File: config.mk
export PLATFORM = sky130hd
export DESIGN_NAME = mem_port_arbiter
export DESIGN_NICKNAME = d
export VERILOG_FILES = /design/src/rtl/mem_port_arbiter.sv
export SDC_FILE = /design/constraint.sdc
export NUM_CORES = 1
export LEC_CHECK = 0
export ABC_AREA = 0
export CAP_MARGIN = 20
export CORE_MARGIN = 2
export CORE_UTILIZATION = 40
export CTS_BUF_LIST = sky130_fd_sc_hd__clkbuf_4
export CTS_CLUSTER_SIZE = 25
export DETAILED_ROUTE_END_ITERATION = 12
export GPL_ROUTABILITY_DRIVEN = 0
export PLACE_DENSITY = 0.9
export SYNTH_ARGS = -nofsm -noshare
export SYNTH_HDL_FRONTEND = slang
export SYNTH_SLANG_ARGS = --single-unit
File: constraint.sdc
create_clock -name clk -period 2.4 [get_ports clk]
set_clock_uncertainty 0.05 [all_clocks]
set_input_delay 0.24 -clock clk [delete_from_list [all_inputs] [get_ports clk]]
set_output_delay 0.24 -clock clk [all_outputs]
set_load 0.02 [all_outputs]
File: src/rtl/mem_port_arbiter.sv
// Arbiter sharing one variable-latency memory port between instruction fetch and data access.
// Data wins by default; a saturating starvation counter forces a fetch grant after STARVE_LIMIT data wins.
module mem_port_arbiter #(
  parameter int AW           = 32,
  parameter int DW           = 32,
  parameter int STARVE_LIMIT = 4,
  parameter int CW           = 4
) (
  input  logic          clk,
  input  logic          reset,
  input  logic          i_req,
  input  logic [AW-1:0] i_addr,
  output logic          i_ack,
  output logic [DW-1:0] i_rdata,
  output logic          i_stall,
  input  logic          d_req,
  input  logic          d_we,
  input  logic [AW-1:0] d_addr,
  input  logic [DW-1:0] d_wdata,
  output logic          d_ack,
  output logic [DW-1:0] d_rdata,
  output logic          d_stall,
  output logic          mem_req,
  output logic          mem_we,
  output logic [AW-1:0] mem_addr,
  output logic [DW-1:0] mem_wdata,
  input  logic [DW-1:0] mem_rdata,
  input  logic          mem_ack
);

  localparam logic [2:0] IDLE   = 3'd0;
  localparam logic [2:0] BUSY_I = 3'd1;
  localparam logic [2:0] BUSY_D = 3'd2;
  localparam logic [2:0] RESP_I = 3'd3;
  localparam logic [2:0] RESP_D = 3'd4;

  localparam logic [CW-1:0] LIMIT   = CW'(STARVE_LIMIT);
  localparam logic [CW-1:0] CNT_ONE = {{(CW-1){1'b0}}, 1'b1};

  logic [2:0]    state_r,     state_s;
  logic [CW-1:0] cnt_r,       cnt_s;
  logic          mem_req_r,   mem_req_s;
  logic          mem_we_r,    mem_we_s;
  logic [AW-1:0] mem_addr_r,  mem_addr_s;
  logic [DW-1:0] mem_wdata_r, mem_wdata_s;
  logic          i_ack_r,     i_ack_s;
  logic [DW-1:0] i_rdata_r,   i_rdata_s;
  logic          d_ack_r,     d_ack_s;
  logic [DW-1:0] d_rdata_r,   d_rdata_s;
  logic          d_win_s;
  logic [CW-1:0] cnt_inc_s;

  assign d_win_s   = d_req & (~i_req | (cnt_r < LIMIT));
  assign cnt_inc_s = (cnt_r >= LIMIT) ? LIMIT : (cnt_r + CNT_ONE);

  // Next-state and next-output computation for the grant/transfer/response sequence.
  always_comb begin
    state_s     = state_r;
    cnt_s       = cnt_r;
    mem_req_s   = mem_req_r;
    mem_we_s    = mem_we_r;
    mem_addr_s  = mem_addr_r;
    mem_wdata_s = mem_wdata_r;
    i_ack_s     = 1'b0;
    i_rdata_s   = i_rdata_r;
    d_ack_s     = 1'b0;
    d_rdata_s   = d_rdata_r;
    case (state_r)
      IDLE: begin
        if (d_win_s) begin
          state_s     = BUSY_D;
          mem_req_s   = 1'b1;
          mem_we_s    = d_we;
          mem_addr_s  = d_addr;
          mem_wdata_s = d_wdata;
          cnt_s       = i_req ? cnt_inc_s : {CW{1'b0}};
        end else if (i_req) begin
          state_s     = BUSY_I;
          mem_req_s   = 1'b1;
          mem_we_s    = 1'b0;
          mem_addr_s  = i_addr;
          mem_wdata_s = {DW{1'b0}};
          cnt_s       = {CW{1'b0}};
        end else begin
          state_s = IDLE;
        end
      end
      BUSY_I: begin
        if (mem_ack) begin
          state_s   = RESP_I;
          mem_req_s = 1'b0;
          mem_we_s  = 1'b0;
          i_ack_s   = 1'b1;
          i_rdata_s = mem_rdata;
        end else begin
          state_s = BUSY_I;
        end
      end
      BUSY_D: begin
        if (mem_ack) begin
          state_s   = RESP_D;
          mem_req_s = 1'b0;
          mem_we_s  = 1'b0;
          d_ack_s   = 1'b1;
          // Stores leave the last load result visible.
          if (!mem_we_r) begin
            d_rdata_s = mem_rdata;
          end else begin
            d_rdata_s = d_rdata_r;
          end
        end else begin
          state_s = BUSY_D;
        end
      end
      RESP_I, RESP_D: begin
        state_s = IDLE;
      end
      default: begin
        state_s   = IDLE;
        mem_req_s = 1'b0;
        mem_we_s  = 1'b0;
      end
    endcase
  end

  // State, counter and output registers; reset abandons any in-flight transfer.
  always_ff @(posedge clk or negedge reset) begin
    if (!reset) begin
      state_r     <= IDLE;
      cnt_r       <= {CW{1'b0}};
      mem_req_r   <= 1'b0;
      mem_we_r    <= 1'b0;
      mem_addr_r  <= {AW{1'b0}};
      mem_wdata_r <= {DW{1'b0}};
      i_ack_r     <= 1'b0;
      i_rdata_r   <= {DW{1'b0}};
      d_ack_r     <= 1'b0;
      d_rdata_r   <= {DW{1'b0}};
    end else begin
      state_r     <= state_s;
      cnt_r       <= cnt_s;
      mem_req_r   <= mem_req_s;
      mem_we_r    <= mem_we_s;
      mem_addr_r  <= mem_addr_s;
      mem_wdata_r <= mem_wdata_s;
      i_ack_r     <= i_ack_s;
      i_rdata_r   <= i_rdata_s;
      d_ack_r     <= d_ack_s;
      d_rdata_r   <= d_rdata_s;
    end
  end

  assign mem_req   = mem_req_r;
  assign mem_we    = mem_we_r;
  assign mem_addr  = mem_addr_r;
  assign mem_wdata = mem_wdata_r;
  assign i_ack     = i_ack_r;
  assign i_rdata   = i_rdata_r;
  assign d_ack     = d_ack_r;
  assign d_rdata   = d_rdata_r;
  assign i_stall   = i_req & ~i_ack_r;
  assign d_stall   = d_req & ~d_ack_r;

endmodule

==> flow_summary_export.csv, run 1 <==
group,metric,value,unit
detailed_routing,drc_errors,0,
placed_design,io_buffers,267,
detailed_routing,drt_iter0_drc,280,
setup_path,critPathKind,"reg2out",
logic_synthesis,yosysUniqueCellTypes,37,
logic_synthesis,yosys.area.top_type_share,0.615,
detailed_routing,wl_per_cell,18.6,um
sta,finalSetupViolCount,0,
floorplanning,start_util,0.408,
sta,timing.final.max_slew_violations,0,
clock_tree,cts_tree,"done",
setup_path,arrival,1860,ps
job,drv_cap,0,
placed_design,dp_cells,858,
layout,drive_above_1_share,0.165,
global_routing,grt_pass1_wl,25400,um
layout,final_cells,890,
sta,period_share,0.894,
power,ir_drop,0.643,mV
logic_synthesis,synth_nets,569,
power,switching_share,0.388,
floorplanning,io_pins,268,
detailed_routing,dr.pass1.iters,5,
sta,slew_headroom,0.634,
sta,min_period,2150,ps
detailed_routing,ant_nets,0,
setup_path,start_kind,"flip-flop",
power,clock_power_share,0.115,
clock_tree,numCtsBuffers,17,
floorplanning,fp.dieW,122,um
layout,multi_input_area,1930,um^2
detailed_routing,via_count,4849,
layout,n_fill_cell,1068,
clock_tree,cts_num_sinks,138,
layout,final_cell_area,8710,um^2
logic_synthesis,synth_top_area_cell,"dfrtp_1",
detailed_routing,postRouteWirelength,16500,um
setup_path,rr_endpoint,"mem_addr[30]",
global_routing,gr-usage-all-layers,0.222,
placed_design,dp_hpwl,12200,um
sta,tightestPinTransition,549,ps
clock_tree,clkTransAtPathRegs,110,ps
clock_tree,cts_max_path_buffers,2,
detailed_routing,topRoutingLayerUsed,"met4",
clock_tree,htree_levels,4,
floorplanning,num_rows,43,
detailed_routing,wl_met3,1560,um
logic_synthesis,ys_ff_latch,138,
sta,setup_tns,0,ps
power,power.internal,7.04,mW
power,p_sw,4.46,mW
setup_path,path_max_fanout,8,
clock_tree,cts_resized,0,
placed_design,placed_area,8460,um^2
clock_tree,clkLatencyLatePin,510,ps
global_routing,grt.overflow.total,0,
clock_tree,root_buffer,"clkbuf_4",
setup_path,endpoint_kind,"output pin",
setup_path,cp_cell_sequence,"clkdlybuf4s50_1",
sta,finalHoldViolations,0,
power,power_density,1320,nW/um^2
layout,antennaDiodeCount,0,
power,seqPwrFrac,0.358,
logic_synthesis,syn_inst,434,
sta,grt_setup_unrepaired,"false",
placed_design,dp_slack,275,ps
floorplanning,die_h,122,um
layout,postLayoutCoreUtil,0.632,
setup_path,crit_buf_inv,1,
power,pwr-share-comb,0.527,
setup_path,max_stage_delay,750,ps
floorplanning,fp.coreArea,13800,um^2
sta,fmax,466,MHz
floorplanning,die_area,15000,um^2
detailed_routing,vias_per_cell,5.45,
worst_hold_path,hold_class,"in2async",
logic_synthesis,ys.warnings.count,0,
layout,nNetsFinal,833,
setup_path,r2r_start,"state_r[1]",
detailed_routing,met1_length,5870,um
global_routing,first_global_vias,5068,
global_routing,antenna_found_initial,0,
logic_synthesis,syn_avg_cell_area,12.9,um^2
setup_path,cp_slowest_cell,"clkdlybuf4s50_1",
setup_path,ff2ff_path_depth,5,
setup_path,crit_family,"buffers and inverters",
logic_synthesis,seq_area_frac_synth,0.615,
layout,area_growth,55.1,%
detailed_routing,wl_met2,8760,um
layout,regArea,3450,um^2
global_routing,grt_max_degree,62,
setup_path,reg2reg_slack,580,ps
logic_synthesis,yosys-top-cells-area,"dfrtp_1 61%, mux2_2 12%, a22o_1 5.0%",
status,outcome,"finished, final reports clean",
sta,finalWorstSetupSlack,254,ps
logic_synthesis,synth_area,5620,um^2
power,power.leakage,3.59,nW
setup_path,required,2110,ps
-- cell usage in the layout, fill, tap and decap left out, types with 2 or more instances in the layout --
cell type,synthesis,final
a211oi_1,2,2
a21oi_1,33,33
a22o_1,32,32
a31oi_1,32,32
a32o_1,3,3
and2_1,2,2
and3_1,2,2
buf_12,0,3
buf_4,1,14
clkbuf_4,0,18
clkdlybuf4s50_1,0,266
clkinv_1,0,2
clkinv_2,0,5
clkinvlp_4,0,3
dfrtp_1,138,138
inv_6,0,2
mux2_2,61,61
mux2_4,2,2
nand3_1,32,32
nor2_1,3,3
o21ai_0,34,34
-- worst max-delay path by stage --
stage | startpoint | endpoint | slack [ps] | depth (start not counted)
2_1_floorplan | d_ack | d_rdata[10] | 580 | 6
3_3_place_gp | d_req | mem_wdata[20] | 380 | 5
3_5_place_dp | d_req | mem_wdata[1] | 280 | 5
4_1_cts | d_ack | d_ack | 180 | 1
5_1_grt | d_ack | d_ack | 120 | 1
6_report | d_ack | d_ack | 250 | 1
-- layer usage --
layer,global-route usage,up-vias
met5,0,-
met4,0.0826,0
met3,0.0841,35
met2,0.395,270
met1,0.238,2397
li1,-,2147
-- metrics by stage --
step,power [mW],hold slack [ps]
after detailed placement,10.3,189
final,11.5,203
after global placement,10.0,185
after global routing,12.2,172
after floorplan,7.24,-106
after CTS,11.6,176
-- cells in the mapped netlist, drive strengths merged --
master and number:
a211oi 2, a21oi 33, or2 1, a32o 3
a21o 1, nand2 1, a22o 32, nor2 3
a21boi 1, mux2i 1, buf 18, clkbuf 22
and2 2, ha 1, inv 2, dfrtp 138
o21ai 35, nand4 1, nor4b 1, and4bb 1
a31oi 32, and3 2, mux2 64, o21a 1
o22ai 1, nand3 32, nor3 1, nor2b 2
-- flip-flops by register name (all words and copies together), names as in the netlist --
| signal | count |
|---|---|
| cnt_r | 4 |
| d_rdata | 32 |
| mem_we | 1 |
| state_r | 2 |
| i_rdata | 32 |
| mem_req | 1 |
| i_ack | 1 |
| mem_wdata | 32 |
| mem_addr | 32 |
| d_ack | 1 |
-- area by class of cell --
| cell class | instances | share of cell area |
|---|---|---|
| multi-input combinational | 254 | 0.222 |
| tap | 180 | 0.0259 |
| inverter | 2 | 0.000862 |
| sequential | 138 | 0.397 |
| clock inverter | 13 | 0.0118 |
| clock buffer | 18 | 0.0155 |
| timing repair buffer | 285 | 0.327 |
-- kinds of logic after synthesis --
family                   after synthesis  synth area share
AND/OR/NAND/NOR                       47            0.0508
adder cells (fa/ha/maj)                1           0.00223
buffers and inverters                 42            0.0412
flip-flops                           138             0.615
multiplexers                          65             0.131
AO/OA/AOI/OAI                        141             0.159
-- power by group through the flow --
stage / sequential, mW / clock [mW] / combinational, mW
detailed placement: 4.16 / 0 / 6.11
global placement: 4.10 / 0 / 5.92
floorplan: 5.34 / 0 / 1.90
finish: 4.12 / 1.32 / 6.07
global route: 4.25 / 1.50 / 6.42
CTS: 4.12 / 1.37 / 6.13
-- repair_timing --
item,CTS,global route
buffers inserted,0,0
hold buffers,1,0
endpoints found under the hold margin,58,0
Power figures use the tool's default switching activity.
==> run 2: changes to the inputs <==
Settings changed: CORE_UTILIZATION 40 to 35, PLACE_DENSITY 0.9 to 0.81, SLEW_MARGIN from default to 10.
==> flow_summary_export.csv, run 2 (synthesis results as in run 1) <==
group,metric,value,unit
setup_path,path_max_fanout,8,
clock_tree,root_buffer,"clkbuf_4",
power,power.internal,7.29,mW
worst_hold_path,hold_class,"in2async",
setup_path,cp_slowest_cell,"clkdlybuf4s50_1",
layout,area_growth,57.0,%
sta,hold_ws,219,ps
clock_tree,clkLatencyLatePin,530,ps
layout,postLayoutCoreUtil,0.559,
layout,drive_above_1_share,0.164,
sta,slew_headroom,0.657,
power,pwr-share-comb,0.517,
sta,finalWorstSetupSlack,269,ps
power,power.leakage,3.62,nW
floorplanning,fp.dieW,131,um
setup_path,critPathKind,"reg2out",
global_routing,grt.overflow.total,0,
detailed_routing,drt_iter0_drc,252,
sta,timing.final.max_slew_violations,0,
sta,tightestPinTransition,514,ps
layout,antennaDiodeCount,0,
job,drv_cap,0,
power,seqPwrFrac,0.351,
setup_path,start_kind,"flip-flop",
floorplanning,io_pins,268,
setup_path,crit_family,"buffers and inverters",
setup_path,crit_buf_inv,1,
sta,finalHoldViolations,0,
sta,period_share,0.888,
placed_design,dp_hpwl,11900,um
floorplanning,die_area,17100,um^2
clock_tree,cts_resized,0,
detailed_routing,wl_per_cell,17.8,um
floorplanning,die_h,131,um
clock_tree,numCtsBuffers,17,
power,switching_share,0.378,
placed_design,io_buffers,267,
setup_path,max_stage_delay,630,ps
setup_path,reg2reg_slack,510,ps
layout,nNetsFinal,835,
layout,final_cell_mix,"266 x clkdlybuf4s50_1, 138 x dfrtp_1, 61 x mux2_2",
global_routing,antenna_found_initial,0,
floorplanning,num_rows,46,
global_routing,grt_pass1_wl,25000,um
status,outcome,"finished, final reports clean",
global_routing,first_global_vias,4784,
clock_tree,cts_num_sinks,138,
power,ir_drop,0.562,mV
layout,final_common_cell,"clkdlybuf4s50_1",
setup_path,required,2110,ps
sta,setup_tns,0,ps
clock_tree,cts_max_path_buffers,2,
sta,grt_setup_unrepaired,"false",
placed_design,dp_slack,280,ps
layout,n_fill_cell,1347,
power,clock_power_share,0.132,
detailed_routing,postRouteWirelength,16500,um
detailed_routing,via_count,4707,
global_routing,grt_max_degree,56,
clock_tree,post_cts_buffers,0,
power,p_sw,4.44,mW
clock_tree,clkTransAtPathRegs,120,ps
detailed_routing,ant_nets,0,
setup_path,cp_cell_sequence,"nor2_1 -> clkdlybuf4s50_1",
global_routing,gr-usage-all-layers,0.191,
clock_tree,htree_levels,4,
detailed_routing,drc_errors,0,
detailed_routing,dr.pass1.iters,4,
sta,fmax,469,MHz
setup_path,arrival,1840,ps
detailed_routing,vias_per_cell,5.07,
floorplanning,fp.coreArea,15800,um^2
clock_tree,cts_tree,"done",
setup_path,endpoint_kind,"output pin",
sta,min_period,2130,ps
power,power_density,1330,nW/um^2
floorplanning,start_util,0.356,
sta,finalSetupViolCount,0,
-- run 2: changes by cell type in the layout (fill, tap and decap cells not counted), sizes merged --
cell,delta
clkinv,-1
bufinv,+2
clkinvlp,-2
buf,+2
inv,-2
clkbuf,+3
-- run 2: per-stage QoR --
step	total power [mW]	instance area (um^2)	instances
2_1_floorplan	7.24	5620	434
3_3_place_gp	10.0	8520	896
3_5_place_dp	10.3	8520	896
4_1_cts	11.9	8810	928
5_1_grt	12.4	8810	928
6_report	11.7	8810	928
-- run 2: area by class of cell --
cell class / count / area, um^2 / share of cell area
Inverter: 2 / 7.51 / 0.000852
Timing Repair Buffer: 287 / 2860 / 0.325
Multi-Input combinational cell: 254 / 1930 / 0.219
Clock buffer: 21 / 158 / 0.0179
Clock inverter: 10 / 126 / 0.0143
Sequential cell: 138 / 3450 / 0.392
Tap cell: 216 / 270 / 0.0307
-- run 2: power groups by stage --
stage / sequential (mW) / combinational, mW / clock (mW)
final: 4.12 / 6.06 / 1.55
after global routing: 4.25 / 6.41 / 1.72
after CTS: 4.12 / 6.11 / 1.62
after detailed placement: 4.16 / 6.10 / 0
after global placement: 4.10 / 5.93 / 0
after floorplan: 5.34 / 1.90 / 0
-- run 2: worst reg2reg max path: stages (launching register included) --
cell and delay [ps]:
dfrtp_1 510, nor3_4 430, buf_4 280, buf_4 230
a21oi_1 100, a31oi_1 190
-- run 2: layer usage --
| metal | wire (um) | track usage | vias up |
|---|---|---|---|
| met1 | 6620 | 0.231 | 2323 |
| met4 | 212 | 0.0551 | 0 |
| li1 | - | - | 2149 |
| met5 | 0 | 0 | - |
| met3 | 1300 | 0.0607 | 18 |
| met2 | 8390 | 0.330 | 217 |
-- run 2: worst paths after layout --
path | start | endpoint | depth (start not counted)
worst max-delay path | d_ack | d_stall | 2
worst min-delay path | reset | mem_req | 2
worst max register to register | state_r[1] | mem_addr[12] | 5
worst min register to register | cnt_r[0] | cnt_r[0] | 1
max in group asynchronous | reset | mem_addr[14] | 3
min in group clk | i_addr[18] | mem_addr[18] | 3
-- run 2: what timing repair did --
item,in CTS,in global routing
setup endpoints to repair,0,0
endpoints found under the hold margin,55,0
hold buffers,1,0
==> run 3: changes to the inputs <==
Clock period 2.4 ns to 2.6 ns, I/O delays scaled along.
==> flow_summary_export.csv, run 3 (synthesis results as in run 1) <==
group,metric,value,unit
layout,final_common_cell,"clkdlybuf4s50_1",
power,switching_share,0.372,
setup_path,ff2ff_path_depth,4,
placed_design,io_buffers,267,
clock_tree,cts_resized,0,
layout,nNetsFinal,831,
sta,hold_ws,235,ps
setup_path,cp_cell_sequence,"clkdlybuf4s50_1 -> buf_4 -> inv_1 -> nor2_1 -> clkdlybuf4s50_1",
layout,area_growth,57.9,%
placed_design,dp_hpwl,11900,um
clock_tree,cts_tree,"done",
power,power.leakage,3.64,nW
floorplanning,die_h,131,um
global_routing,grt_max_degree,66,
setup_path,path_max_fanout,23,
setup_path,rr_endpoint,"d_rdata[11]",
detailed_routing,drt_iter0_drc,275,
detailed_routing,vias_per_cell,5.08,
setup_path,max_stage_delay,620,ps
global_routing,grt_pass1_wl,25000,um
clock_tree,cts_num_sinks,138,
detailed_routing,postRouteWirelength,16400,um
global_routing,first_global_vias,4855,
detailed_routing,wl_per_cell,17.7,um
setup_path,required,2290,ps
floorplanning,fp.dieW,131,um
clock_tree,root_buffer,"clkbuf_4",
global_routing,grt.overflow.total,0,
setup_path,cp_slowest_cell,"clkdlybuf4s50_1",
floorplanning,die_area,17100,um^2
setup_path,critPathKind,"in2out",
clock_tree,clkTransAtPathRegs,120,ps
global_routing,antenna_found_initial,0,
sta,min_period,2190,ps
sta,finalHoldViolations,0,
power,ir_drop,0.551,mV
setup_path,arrival,1880,ps
layout,final_cell_mix,"266 x clkdlybuf4s50_1, 138 x dfrtp_1, 61 x mux2_2",
clock_tree,numCtsBuffers,17,
layout,drive_above_1_share,0.168,
sta,grt_setup_unrepaired,"false",
setup_path,crit_path_frequent_cell,"clkdlybuf4s50_1",
floorplanning,start_util,0.356,
power,seqPwrFrac,0.341,
clock_tree,cts_max_path_buffers,2,
global_routing,gr-usage-all-layers,0.190,
setup_path,endpoint_kind,"output pin",
sta,setup_tns,0,ps
status,outcome,"finished, final reports clean",
sta,slew_headroom,0.561,
detailed_routing,drc_errors,0,
floorplanning,fp.coreArea,15800,um^2
sta,period_share,0.841,
clock_tree,htree_levels,4,
sta,finalSetupViolCount,0,
layout,antennaDiodeCount,0,
setup_path,reg2reg_slack,610,ps
worst_hold_path,hold_class,"in2async",
floorplanning,io_pins,268,
power,p_sw,4.14,mW
setup_path,start_kind,"primary input",
floorplanning,num_rows,46,
sta,tightestPinTransition,659,ps
sta,fmax,457,MHz
detailed_routing,via_count,4702,
detailed_routing,dr.pass1.iters,5,
job,drv_cap,0,
detailed_routing,ant_nets,0,
power,power.internal,6.98,mW
clock_tree,clkLatencyLatePin,520,ps
sta,timing.final.max_slew_violations,0,
clock_tree,post_cts_buffers,0,
clock_tree,ctsHoldBuffers,1,
power,pwr-share-comb,0.498,
setup_path,r2r_start,"d_ack",
power,clock_power_share,0.161,
power,power_density,1250,nW/um^2
[run 3: area by class of cell]
cell class | instances | area, um^2
flip-flops and latches | 138 | 3450
repair buffers | 283 | 2820
fillers | 1281 | 6900
inverters | 2 | 7.51
clock inverters | 14 | 244
multi-input cells | 254 | 1940
clock buffers | 18 | 135
well taps | 216 | 270
[run 3: through the flow]
step / utilization / setup WS (ps) / total power [mW] / instance area [um^2] / std cells
2_1_floorplan: - / 785 / 6.68 / 5620 / 434
6_report: 0.562 / 413 / 11.1 / 8870 / 925
3_5_place_dp: 0.538 / 211 / 9.42 / 8480 / 892
5_1_grt: 0.562 / 333 / 11.8 / 8870 / 925
3_3_place_gp: 0.538 / 340 / 9.21 / 8480 / 892
4_1_cts: 0.562 / 361 / 11.2 / 8870 / 925
[run 3: metal layers]
metal | track usage | part of all wire
met3 | 0.0550 | 0.077
met1 | 0.227 | 0.40
met5 | 0 | 0
met4 | 0.0763 | 0.020
met2 | 0.325 | 0.50
[run 3: power by group through the flow]
| stage | registers, mW | logic, mW | clock network (mW) |
|---|---|---|---|
| 6_report | 3.79 | 5.54 | 1.79 |
| 5_1_grt | 3.92 | 5.90 | 1.93 |
| 4_1_cts | 3.80 | 5.60 | 1.84 |
| 3_5_place_dp | 3.84 | 5.59 | 0 |
| 3_3_place_gp | 3.78 | 5.43 | 0 |
| 2_1_floorplan | 4.93 | 1.75 | 0 |
[run 3: worst max path at each step]
stage	endpoint	slack, ps	startpoint
after global routing	d_ack	330	d_ack
after CTS	d_ack	360	d_ack
after floorplan	d_rdata[10]	780	d_ack
final	d_stall	410	d_req
after global placement	mem_wdata[4]	340	i_req
after detailed placement	mem_wdata[18]	210	i_req
[run 3: worst max-delay path, delay by kind of cell]
kind | cells | cell delay, ps
buffers and inverters | 4 | 1480
and+or+nand+nor | 1 | 130
